**config.mk**
```make
export PLATFORM = sky130hd
export DESIGN_NAME = ps2_scancode_decoder
export DESIGN_NICKNAME = d
export VERILOG_FILES = /design/src/rtl/ps2_scancode_decoder.sv
export SDC_FILE = /design/constraint.sdc
export NUM_CORES = 1
export LEC_CHECK = 0
export ABC_AREA = 1
export CAP_MARGIN = 20
export CORE_MARGIN = 4
export CORE_UTILIZATION = 35
export DETAILED_ROUTE_END_ITERATION = 8
export GPL_TIMING_DRIVEN = 0
export HOLD_SLACK_MARGIN = 0.03
export PLACE_DENSITY = 0.66
export SETUP_SLACK_MARGIN = 0.3
export SKIP_LAST_GASP = 1
export SLEW_MARGIN = 20
export SYNTH_ARGS = -nofsm -noshare
export SYNTH_HDL_FRONTEND = slang
export SYNTH_SLANG_ARGS = --single-unit
export TNS_END_PERCENT = 5
```
**constraint.sdc**
```tcl
create_clock -name main_clk -period 2.3 [get_ports main_clk]
set_input_delay 0.345 -clock main_clk [delete_from_list [all_inputs] [get_ports main_clk]]
set_output_delay 0.345 -clock main_clk [all_outputs]
set_load 0.03 [all_outputs]
```
**src/rtl/ps2_scancode_decoder.sv**
```systemverilog
// -----------------------------------------------------------------------------
// ps2_scancode_decoder
//
// Collapses a raw PS/2 Set-2 scancode byte stream into single key events.
// E0 (extended), F0 (break) and the eight-byte E1 Pause sequence are folded
// into one {code, extended, release} event. Shift/Ctrl/Alt state is tracked
// from left/right latches, and device response bytes (FA, AA, FC, FE, EE, 00,
// FF) are split out of the key stream.
//
// Optional build macro: PS2_DECODE_TYPEMATIC_FILTER_EN
//   When defined, a 512-entry pressed bitmap indexed by {ext, code}
//   suppresses typematic repeat makes of keys already held down.
//
// Parameters
//   PAUSE_CODE      code reported (ext=1) for a complete Pause sequence
//   DROP_FAKE_SHIFT 1: E0 12 / E0 59 (make or break) produce no event
//
// Ports
//   main_clk, reset_n           clock, async active-low reset
//   byte_in/byte_valid/byte_ready, byte_parity_err
//                               input byte stream from the PS/2 controller
//   key_code/key_extended/key_release/key_valid/key_ready
//                               key event output, held until accepted
//   mod_shift/mod_ctrl/mod_alt  live modifier state
//   resp_valid/resp_byte        one-cycle pulse on a device response byte
//   seq_error                   one-cycle pulse on parity error / bad sequence
// -----------------------------------------------------------------------------
module ps2_scancode_decoder #(
  parameter logic [7:0] PAUSE_CODE      = 8'h77,
  parameter bit         DROP_FAKE_SHIFT = 1'b1
) (
  input  logic       main_clk,
  input  logic       reset_n,
  input  logic [7:0] byte_in,
  input  logic       byte_parity_err,
  input  logic       byte_valid,
  output logic       byte_ready,
  output logic [7:0] key_code,
  output logic       key_extended,
  output logic       key_release,
  output logic       key_valid,
  input  logic       key_ready,
  output logic       mod_shift,
  output logic       mod_ctrl,
  output logic       mod_alt,
  output logic       resp_valid,
  output logic [7:0] resp_byte,
  output logic       seq_error
);

  typedef enum logic [2:0] {
    S_IDLE,
    S_E0,
    S_F0,
    S_E0F0,
    S_PAUSE
  } state_e;

  state_e     state_q, state_d;
  logic [2:0] pidx_q, pidx_d;

  logic [7:0] code_q;
  logic       ext_q, rel_q, kvalid_q;
  logic       resp_valid_q, seq_err_q;
  logic [7:0] resp_byte_q;

  logic lshift_q, rshift_q, lctrl_q, rctrl_q, lalt_q, ralt_q;

  // Decoded event for the byte being accepted this cycle
  logic       accept;
  logic       ev_fire, ev_ext, ev_rel, ev_pause;
  logic [7:0] ev_code;
  logic       resp_fire, err_fire;
  logic       fake_shift, ev_suppress, ev_emit;

  function automatic logic is_resp(input logic [7:0] b);
    case (b)
      8'hFA, 8'hAA, 8'hFC, 8'hFE, 8'hEE, 8'h00, 8'hFF: is_resp = 1'b1;
      default:                                          is_resp = 1'b0;
    endcase
  endfunction

  // Expected bytes following the leading E1 of the Pause sequence
  function automatic logic [7:0] pause_rom(input logic [2:0] idx);
    case (idx)
      3'd0:    pause_rom = 8'h14;
      3'd1:    pause_rom = 8'h77;
      3'd2:    pause_rom = 8'hE1;
      3'd3:    pause_rom = 8'hF0;
      3'd4:    pause_rom = 8'h14;
      3'd5:    pause_rom = 8'hF0;
      3'd6:    pause_rom = 8'h77;
      default: pause_rom = 8'h00;
    endcase
  endfunction

  // A stalled event blocks the byte path; a simultaneous key_ready lets the
  // event register reload in the same cycle.
  assign byte_ready = !kvalid_q || key_ready;
  assign accept     = byte_valid && byte_ready;

  // ---------------------------------------------------------------------------
  // Prefix FSM: next state and event decode
  // ---------------------------------------------------------------------------
  always_comb begin
    state_d   = state_q;
    pidx_d    = pidx_q;
    ev_fire   = 1'b0;
    ev_code   = byte_in;
    ev_ext    = 1'b0;
    ev_rel    = 1'b0;
    ev_pause  = 1'b0;
    resp_fire = 1'b0;
    err_fire  = 1'b0;
    if (accept) begin
      if (byte_parity_err) begin
        // Corrupt byte: discard and resynchronise from any state
        err_fire = 1'b1;
        state_d  = S_IDLE;
        pidx_d   = 3'd0;
      end else begin
        case (state_q)
          S_IDLE: begin
            if (byte_in == 8'hE0)      state_d = S_E0;
            else if (byte_in == 8'hF0) state_d = S_F0;
            else if (byte_in == 8'hE1) begin
              state_d = S_PAUSE;
              pidx_d  = 3'd0;
            end
            else if (is_resp(byte_in)) resp_fire = 1'b1;
            else                       ev_fire   = 1'b1;
          end
          S_E0: begin
            if (byte_in == 8'hF0) state_d = S_E0F0;
            else begin
              state_d = S_IDLE;
              if (byte_in == 8'hE0 || byte_in == 8'hE1 || is_resp(byte_in)) begin
                err_fire = 1'b1;
              end else begin
                ev_fire = 1'b1;
                ev_ext  = 1'b1;
              end
            end
          end
          S_F0: begin
            ev_fire = 1'b1;
            ev_rel  = 1'b1;
            state_d = S_IDLE;
          end
          S_E0F0: begin
            ev_fire = 1'b1;
            ev_ext  = 1'b1;
            ev_rel  = 1'b1;
            state_d = S_IDLE;
          end
          S_PAUSE: begin
            if (byte_in != pause_rom(pidx_q)) begin
              err_fire = 1'b1;
              state_d  = S_IDLE;
              pidx_d   = 3'd0;
            end else if (pidx_q == 3'd6) begin
              ev_fire  = 1'b1;
              ev_pause = 1'b1;
              ev_code  = PAUSE_CODE;
              ev_ext   = 1'b1;
              state_d  = S_IDLE;
              pidx_d   = 3'd0;
            end else begin
              pidx_d = pidx_q + 3'd1;
            end
          end
          default: begin
            state_d = S_IDLE;
            pidx_d  = 3'd0;
          end
        endcase
      end
    end
  end

  always_ff @(posedge main_clk or negedge reset_n) begin
    if (!reset_n) begin
      state_q <= S_IDLE;
      pidx_q  <= 3'd0;
    end else begin
      state_q <= state_d;
      pidx_q  <= pidx_d;
    end
  end

  // E0 12 / E0 59 are the fake shifts some keyboards wrap around extended keys
  assign fake_shift = ev_ext && !ev_pause && (ev_code == 8'h12 || ev_code == 8'h59);

  // ---------------------------------------------------------------------------
  // Typematic repeat filter
  // ---------------------------------------------------------------------------
`ifdef PS2_DECODE_TYPEMATIC_FILTER_EN
  logic [511:0] pressed_q;
  logic [8:0]   pidx_bit;
  logic         track;

  assign pidx_bit = {ev_ext, ev_code};
  // Pause has no break code, so it is never marked pressed
  assign track    = ev_fire && !ev_pause && !(fake_shift && DROP_FAKE_SHIFT);
  assign ev_suppress = track && !ev_rel && pressed_q[pidx_bit];

  always_ff @(posedge main_clk or negedge reset_n) begin
    if (!reset_n) begin
      pressed_q <= '0;
    end else if (err_fire) begin
      pressed_q <= '0;
    end else if (track) begin
      pressed_q[pidx_bit] <= !ev_rel;
    end
  end
`else
  assign ev_suppress = 1'b0;
`endif

  assign ev_emit = ev_fire && !(fake_shift && DROP_FAKE_SHIFT) && !ev_suppress;

  // ---------------------------------------------------------------------------
  // Event register
  // ---------------------------------------------------------------------------
  always_ff @(posedge main_clk or negedge reset_n) begin
    if (!reset_n) begin
      kvalid_q <= 1'b0;
      code_q   <= 8'h00;
      ext_q    <= 1'b0;
      rel_q    <= 1'b0;
    end else if (ev_emit) begin
      kvalid_q <= 1'b1;
      code_q   <= ev_code;
      ext_q    <= ev_ext;
      rel_q    <= ev_rel;
    end else if (key_ready) begin
      kvalid_q <= 1'b0;
    end
  end

  // ---------------------------------------------------------------------------
  // Modifier latches. Extended 12/59 never match the non-extended shift
  // codes, and Pause is excluded explicitly, so neither touches modifiers.
  // ---------------------------------------------------------------------------
  always_ff @(posedge main_clk or negedge reset_n) begin
    if (!reset_n) begin
      lshift_q <= 1'b0;
      rshift_q <= 1'b0;
      lctrl_q  <= 1'b0;
      rctrl_q  <= 1'b0;
      lalt_q   <= 1'b0;
      ralt_q   <= 1'b0;
    end else if (ev_fire && !ev_pause) begin
      if (!ev_ext && ev_code == 8'h12) lshift_q <= !ev_rel;
      if (!ev_ext && ev_code == 8'h59) rshift_q <= !ev_rel;
      if (!ev_ext && ev_code == 8'h14) lctrl_q  <= !ev_rel;
      if ( ev_ext && ev_code == 8'h14) rctrl_q  <= !ev_rel;
      if (!ev_ext && ev_code == 8'h11) lalt_q   <= !ev_rel;
      if ( ev_ext && ev_code == 8'h11) ralt_q   <= !ev_rel;
    end
  end

  // ---------------------------------------------------------------------------
  // Response and error pulses
  // ---------------------------------------------------------------------------
  always_ff @(posedge main_clk or negedge reset_n) begin
    if (!reset_n) begin
      resp_valid_q <= 1'b0;
      resp_byte_q  <= 8'h00;
      seq_err_q    <= 1'b0;
    end else begin
      resp_valid_q <= resp_fire;
      seq_err_q    <= err_fire;
      if (resp_fire) resp_byte_q <= byte_in;
    end
  end

  assign key_valid    = kvalid_q;
  assign key_code     = code_q;
  assign key_extended = ext_q;
  assign key_release  = rel_q;
  assign mod_shift    = lshift_q | rshift_q;
  assign mod_ctrl     = lctrl_q  | rctrl_q;
  assign mod_alt      = lalt_q   | ralt_q;
  assign resp_valid   = resp_valid_q;
  assign resp_byte    = resp_byte_q;
  assign seq_error    = seq_err_q;

endmodule
```
==> metrics.md, run 1 <==
| Metric | Value |
|---|---|
| CTS Buffer Depth | `2` |
| Switching Fraction | `between 30% and 40%` |
| Fin. Hold Viols | `0` |
| Total track usage | `between 10 and 15%` |
| 1st-pass router iterations | `4` |
| # Max-Cap Violations | `0` |
| Synth top area share | `40.99%` |
| PD cells | `700.4 mW/mm2` |
| Die area | `0.007033 mm2` |
| Layout cells sized above 1 | `roughly 14%` |
| N_diodes | `0` |
| Number of remaining DRC errors | `0` |
| Combinational Power Share | `a little under two fifths` |
| Multi-input combinational cell area | `between 0.001 and 0.0015 mm2` |
| Layout area overhead | `30.19%` |
| Post-route ant nets | `0` |
| Post-DP HPWL | `~3900 um` |
| Setup violators final | `0` |
| FF-to-FF Start | `pidx_q[2]$_DFFE_PN0P_` |
| Critical path cell sequence | `or2_2 -> clkdlybuf4s50_1` |
| Largest net degree at the start of global routing | `22` |
| Clock root buffer master | `clkbuf_8` |
| Worst min-delay path category | `in -> reg` |
| Slew Limit Fails | `0` |
| Fillers | `about 570` |
| Critical path type | `reg -> out` |
| Leading cell type in the layout, fill and taps excluded | `nand2_1` |
| Worst hold slack | `~0.42 ns` |
| Leak Pwr | `about 1.4 nW` |
| H-tree depth | `2` |
| Mapped Cells | `about 300` |
| Clock edge transition at the registers on the reported setup and hold paths | `about 0.070 ns` |
| Power Total | `between 1.5 and 2 mW` |
| Starting Density | `between 30 and 40%` |
| Pint | `between 1 and 1.5 mW` |
| Clock sinks | `33` |
| Cell row count | `27` |
| Final Wtd Congestion | `slightly above 0.9` |
| Synth top area cells | `dfrtp_1, nand2_1, nand3_1, nor2_1, inv_1` |
| Critical path origin | `ralt_q$_DFFE_PN0P_` |
| Most frequent cells in the layout | `nand2_1, nand3_1, nor2_1` |
| Crit-path max cell delay | `roughly 0.59 ns` |
| Register area | `around 830 um2` |
| Max-slew headroom | `76.44%` |
| Vias/cell | `4.728` |
| Nets | `roughly 360` |
| Post-Route Setup TNS | `0 ns` |
| Initial antenna violation count | `0` |
| I/O Buffers | `37` |
| Worst hold path startpoint | `byte_in[5]` |
| Slowest stage cell, crit path | `clkdlybuf4s50_1` |
| Actual slew at the worst max-slew pin | `0.3533 ns` |
| Psw | `0.6854 mW` |
| Post-synth cell types | `23` |
| Crit path max fanout | `2` |
| Yosys warns | `0` |
| Avg Inst Size Synth | `just under 7 um2` |
| Req. time, crit path | `~2.0 ns` |
| TritonCTS buffer count | `5` |
| Share of power burned in registers | `39.6%` |
| Die width | `about 84 um` |
| Worst setup path endpoint | `mod_alt` |
| Max frequency | `527.7 MHz` |
| CP Capture Type | `output pin` |
| Vias in the first global route | `approximately 1,900` |
| R2R setup slack | `~0.50 ns` |
| VDD IR-drop max | `roughly 0.42 mV` |
| IO Count | `38` |
| Reg2Reg Depth | `12` |
| Mapped Area | `~0.0020 mm2` |
| First-pass GRT wire length | `between 8000 and 9000 um` |
| Sequential cell area fraction in the yosys report | `between 40% and 50%` |
| Synth Register Bits | `33` |
| Unrepaired setup endpoints after global routing | `true` |
| CTS tree | `built` |
| Via count | `approximately 2,000` |
| Die Ht | `roughly 84 um` |
| Net Count, Synth | `around 300` |
| Status | `completed` |
| Part of the cycle the worst path needs | `82.39%` |
| CP arrival | `1.55 ns` |
| Core Box Area | `about 0.0055 mm2` |
| Synth area leader | `dfrtp_1` |
| Clock latency on the worst-skew pair | `0.29 ns` |
| Reg-to-reg endpoint | `rctrl_q$_DFFE_PN0P_` |
| Drt initial violations | `roughly 190` |
| WL/cell | `between 10 and 15 um` |
| Min Clock Period, post-route | `roughly 1.9 ns` |
| Total gr overflow | `0` |
| Worst setup SP type | `flop` |
| Drt total wl | `approximately 4900 um` |
| Clock share of power | `23.1%` |
| Clk_skew | `0.004732 ns` |
## logic make-up after synthesis
kind of cell           after synthesis  share of synthesized area (%)
buffers and inverters               45                          9.378
flip-flops                          33                          40.99
AND/OR/NAND/NOR                    195                          43.42
AO/OA/AOI/OAI                       23                          6.211
## repair_timing
action                                  CTS  global route
gates resized for setup                   8            13
hold buffers                              1             0
cloned                                    0             0
endpoints found under the setup margin   23            32
endpoints found under the hold margin    12             0
setup buffers                             0             1
pin swaps                                 0             4
## cell usage after synthesis
master / count
nand3_2: 3
buf_4: 1
buf_6: 2
nor2_1: 39
o22ai_1: 1
nor4_1: 1
o21ai_0: 9
o21ai_1: 5
or2_2: 3
nand2_4: 1
nand4_1: 4
a31oi_1: 1
o31ai_2: 1
dfrtp_1: 33
nand2_1: 91
inv_2: 4
nor2_2: 3
nor2_4: 3
nand2_2: 6
nand3_1: 41
a21oi_1: 6
buf_2: 1
inv_1: 37
## power by group through the flow
stage / clock, mW / combinational [mW] / sequential, mW
6_report: 0.425 / 0.685 / 0.727
5_1_grt: 0.463 / 0.742 / 0.741
4_1_cts: 0.441 / 0.686 / 0.728
3_5_place_dp: 0 / 0.686 / 0.739
3_3_place_gp: 0 / 0.674 / 0.736
2_1_floorplan: 0 / 0.234 / 0.907
## flip-flops by register name, summed over array words and instances, names as in the netlist, 3 cells and up
signal,cells
resp_byte,8
pidx_q,3
state_q,3
key_code,8
## worst max-delay path: cells and delay by family (launching register included)
kind	cells	cell delay, ns
flops	1	0.38
simple gates	1	0.29
buf+inv	1	0.59
## through the flow
stage          setup WS, ns  utilization (%)  cells  cell area (um2)
6_report             0.4050            47.34    416             2623
3_5_place_dp       -0.05806            45.08    406             2497
3_3_place_gp       -0.03112            44.67    405             2475
5_1_grt              0.2893            47.34    416             2623
4_1_cts              0.2988            46.66    415             2585
2_1_floorplan        0.3427                -    296             2014
## cell type report
type                       count  area share (%)
sequential                    33           31.54
clock buffer                   6           2.767
buffer                         4           1.431
tap                           72           3.435
clock inverter                 2          0.3817
multi-input combinational    218           38.93
timing repair buffer          40           15.65
inverter                      41           5.868
## worst min path at each step
stage               cells after the start                  endpoint  slack [ns]
global placement                        2   key_code[1]$_DFFE_PN0P_        0.45
finish                                  3   key_code[5]$_DFFE_PN0P_        0.42
global route                            3   key_code[5]$_DFFE_PN0P_        0.45
floorplan                               0   key_code[0]$_DFFE_PN0P_        0.05
detailed placement                      1       rctrl_q$_DFFE_PN0P_        0.28
CTS                                     2  key_extended$_DFFE_PN0P_        0.48
## routing by layer
metal | GRT usage, % | share of wire, %
met5 | 0 | 0
met4 | 5.409 | 1.8
met3 | 2.863 | 5.1
met2 | 23.64 | 47
met1 | 18.86 | 46
No activity file was read; power rests on OpenSTA's default activity.
==> run 2, diff against run 1 <==
==> constraint.sdc (replaced) <==
create_clock -name main_clk -period 1.8 [get_ports main_clk]
set_input_delay 0.27 -clock main_clk [delete_from_list [all_inputs] [get_ports main_clk]]
set_output_delay 0.27 -clock main_clk [all_outputs]
set_load 0.03 [all_outputs]
==> run 2 against run 1 <==
Sequential cell count did not move. Cell area rose by 8.1%. Power rose by 42%. Clock-buffer cell count rose by 1. Combinational power rose by 39%. Worst setup slack got worse by 0.35 ns.
==> metrics.md, run 2 (synthesized netlist as in run 1, its figures left out) <==
| Metric | Value |
|---|---|
| Slew Limit Fails | `0 (unchanged)` |
| 1st-pass router iterations | `5 (was 4)` |
| CP arrival | `1.92 ns (was 1.55 ns)` |
| Total gr overflow | `0 (unchanged)` |
| Worst min-delay path category | `in -> reg (unchanged)` |
| Most frequent cells in the layout | `nand2_1, nand3_1, nor2_1 (unchanged)` |
| Vias in the first global route | `1,984 (was 1,869)` |
| Setup violators final | `0 (unchanged)` |
| Via count | `2,056 (was 1,967)` |
| Unrepaired setup endpoints after global routing | `true (unchanged)` |
| Final Wtd Congestion | `0.8576 (was 0.9186)` |
| Die Ht | `83.87 um (unchanged)` |
| Core Box Area | `0.005540 mm2 (unchanged)` |
| Cell row count | `27 (unchanged)` |
| Die area | `0.007033 mm2 (unchanged)` |
| Leading cell type in the layout, fill and taps excluded | `nand2_1 (unchanged)` |
| Max-slew headroom | `75.92% (was 76.44%)` |
| Clock latency on the worst-skew pair | `0.29 ns (about the same)` |
| Critical path type | `reg -> reg (was reg -> out)` |
| Nets | `372 (was 356)` |
| H-tree depth | `2 (unchanged)` |
| Vias/cell | `4.759 (was 4.728)` |
| Post-Route Setup TNS | `0 ns (unchanged)` |
| Drt total wl | `5131 um (was 4892 um)` |
| Post-route ant nets | `0 (unchanged)` |
| Min Clock Period, post-route | `between 1.5 and 2 ns` |
| Clock edge transition at the registers on the reported setup and hold paths | `0.07 ns (about the same)` |
| Max frequency | `approximately 570 MHz` |
| Number of remaining DRC errors | `0 (unchanged)` |
| Largest net degree at the start of global routing | `22 (unchanged)` |
| Worst setup SP type | `flop (unchanged)` |
| Layout cells sized above 1 | `20.56% (was 13.66%)` |
| Part of the cycle the worst path needs | `~97%` |
| WL/cell | `11.88 um (was 11.76 um)` |
| CP Capture Type | `flop (was output pin)` |
| Starting Density | `36.36% (unchanged)` |
| Post-DP HPWL | `3876 um (was 3900 um)` |
| Fin. Hold Viols | `0 (unchanged)` |
| TritonCTS buffer count | `5 (unchanged)` |
| Clock root buffer master | `clkbuf_8 (unchanged)` |
| I/O Buffers | `37 (unchanged)` |
| # Max-Cap Violations | `0 (unchanged)` |
| First-pass GRT wire length | `9163 um (was 8411 um)` |
| Actual slew at the worst max-slew pin | `0.3613 ns (was 0.3533 ns)` |
| Total track usage | `15.84% (was 14.47%)` |
| Leak Pwr | `1.476 nW (was 1.381 nW)` |
| Status | `completed (unchanged)` |
| Req. time, crit path | `1.98 ns (was 1.96 ns)` |
| Fin util | `51.17% (was 47.34%)` |
| Fillers | `566 (was 573)` |
| Design area | `0.002835 mm2 (was 0.002623 mm2)` |
| Initial antenna violation count | `0 (unchanged)` |
| CTS tree | `built (unchanged)` |
| N_diodes | `0 (unchanged)` |
| Clock sinks | `33 (unchanged)` |
| Die width | `83.87 um (unchanged)` |
| Clk_skew | `0.01111 ns (was 0.004732 ns)` |
| PD cells | `920.0 mW/mm2 (was 700.4 mW/mm2)` |
| Layout area overhead | `40.75% (was 30.19%)` |
| IO Count | `38 (unchanged)` |
| Power Total | `2.608 mW (was 1.837 mW)` |
| VDD IR-drop max | `0.5279 mV (was 0.4193 mV)` |
| Cell Area, Placed | `0.002526 mm2 (was 0.002497 mm2)` |
| CTS Buffer Depth | `2 (unchanged)` |
| R2R setup slack | `0.06 ns (was 0.50 ns)` |
| Crit path max fanout | `10 (was 2)` |
| Drt initial violations | `127 (was 189)` |
==> run 2: cell types whose count changed in the layout (fill, tap and decap cells not counted), sizes merged, moves of 2 or more <==
cell / before / now
clkdlybuf4s15: 0 / 6
clkinv: 2 / 0
buf: 7 / 23
dlymetal6s2s: 3 / 0
clkdlybuf4s50: 27 / 23
==> run 2: final timing paths <==
kind / depth (start not counted) / end / startpoint
worst max-delay path: 15 / key_code[4]$_DFFE_PN0P_ / pidx_q[2]$_DFFE_PN0P_
worst min-delay path: 3 / key_code[0]$_DFFE_PN0P_ / byte_in[0]
worst max register to register: 15 / key_code[4]$_DFFE_PN0P_ / pidx_q[2]$_DFFE_PN0P_
worst min register to register: 2 / key_code[7]$_DFFE_PN0P_ / key_code[7]$_DFFE_PN0P_
max in group asynchronous: 3 / key_valid$_DFFE_PN0P_ / reset_n
min in group asynchronous: 2 / pidx_q[1]$_DFFE_PN0P_ / reset_n
==> run 2: what timing repair did <==
item / CTS / global route
endpoints found under the hold margin: 12 / 0
gates resized for setup: 37 / 6
hold buffers: 1 / 0
gates cloned: 1 / 0
pin swaps: 11 / 3
endpoints found under the setup margin: 58 / 58
buffers inserted: 12 / 4
==> run 2: routing by layer <==
layer | vias to the layer above | track usage [%] | part of all wire, %
li1 | 1059 | - | -
met1 | 937 | 19.94 | 46
met2 | 50 | 26.17 | 48
met3 | 10 | 3.751 | 4.6
met4 | 0 | 6.140 | 1.9
met5 | - | 0 | 0
==> run 2: worst max-delay path, stage by stage (launching register included) <==
cell and delay [ns]:
dfrtp_2 0.45, nor2_1 0.12, nand2_2 0.09, nand2_1 0.06
nand2_1 0.04, nand2_1 0.07, nand2_2 0.07, nor2_4 0.12
nand3_2 0.09, nand3_1 0.08, nand2_1 0.06, inv_2 0.07
o31ai_2 0.07, buf_6 0.14, nand2_1 0.05, nand2_1 0.05
==> run 2: layout make-up <==
cell class	count	area, um2	area share [%]
plain buffers	4	45.04	1.589
multi-input cells	218	1067	37.64
clock buffers	7	86.33	3.045
well taps	72	90.09	3.177
clock inverters	1	30.03	1.059
repair buffers	56	530.5	18.71
flip-flops and latches	33	829.5	29.26
inverters	41	156.4	5.516
==> run 2: per-stage QoR <==
| step | cells | hold slack, ns | worst slack [ns] |
|---|---|---|---|
| 2_1_floorplan | 296 | -0.02559 | 0.1978 |
| 3_3_place_gp | 405 | 0.4533 | -0.5072 |
| 3_5_place_dp | 406 | 0.1993 | -0.5333 |
| 4_1_cts | 428 | 0.3965 | 0.03674 |
| 5_1_grt | 432 | 0.4139 | -0.09805 |
| 6_report | 432 | 0.4029 | 0.05998 |
==> run 2: power breakdown <==
group	leakage (nW)	internal, mW	switching (mW)
clock	0.0585	0.451	0.270
sequential	0.438	0.864	0.0680
combinational	0.980	0.394	0.561
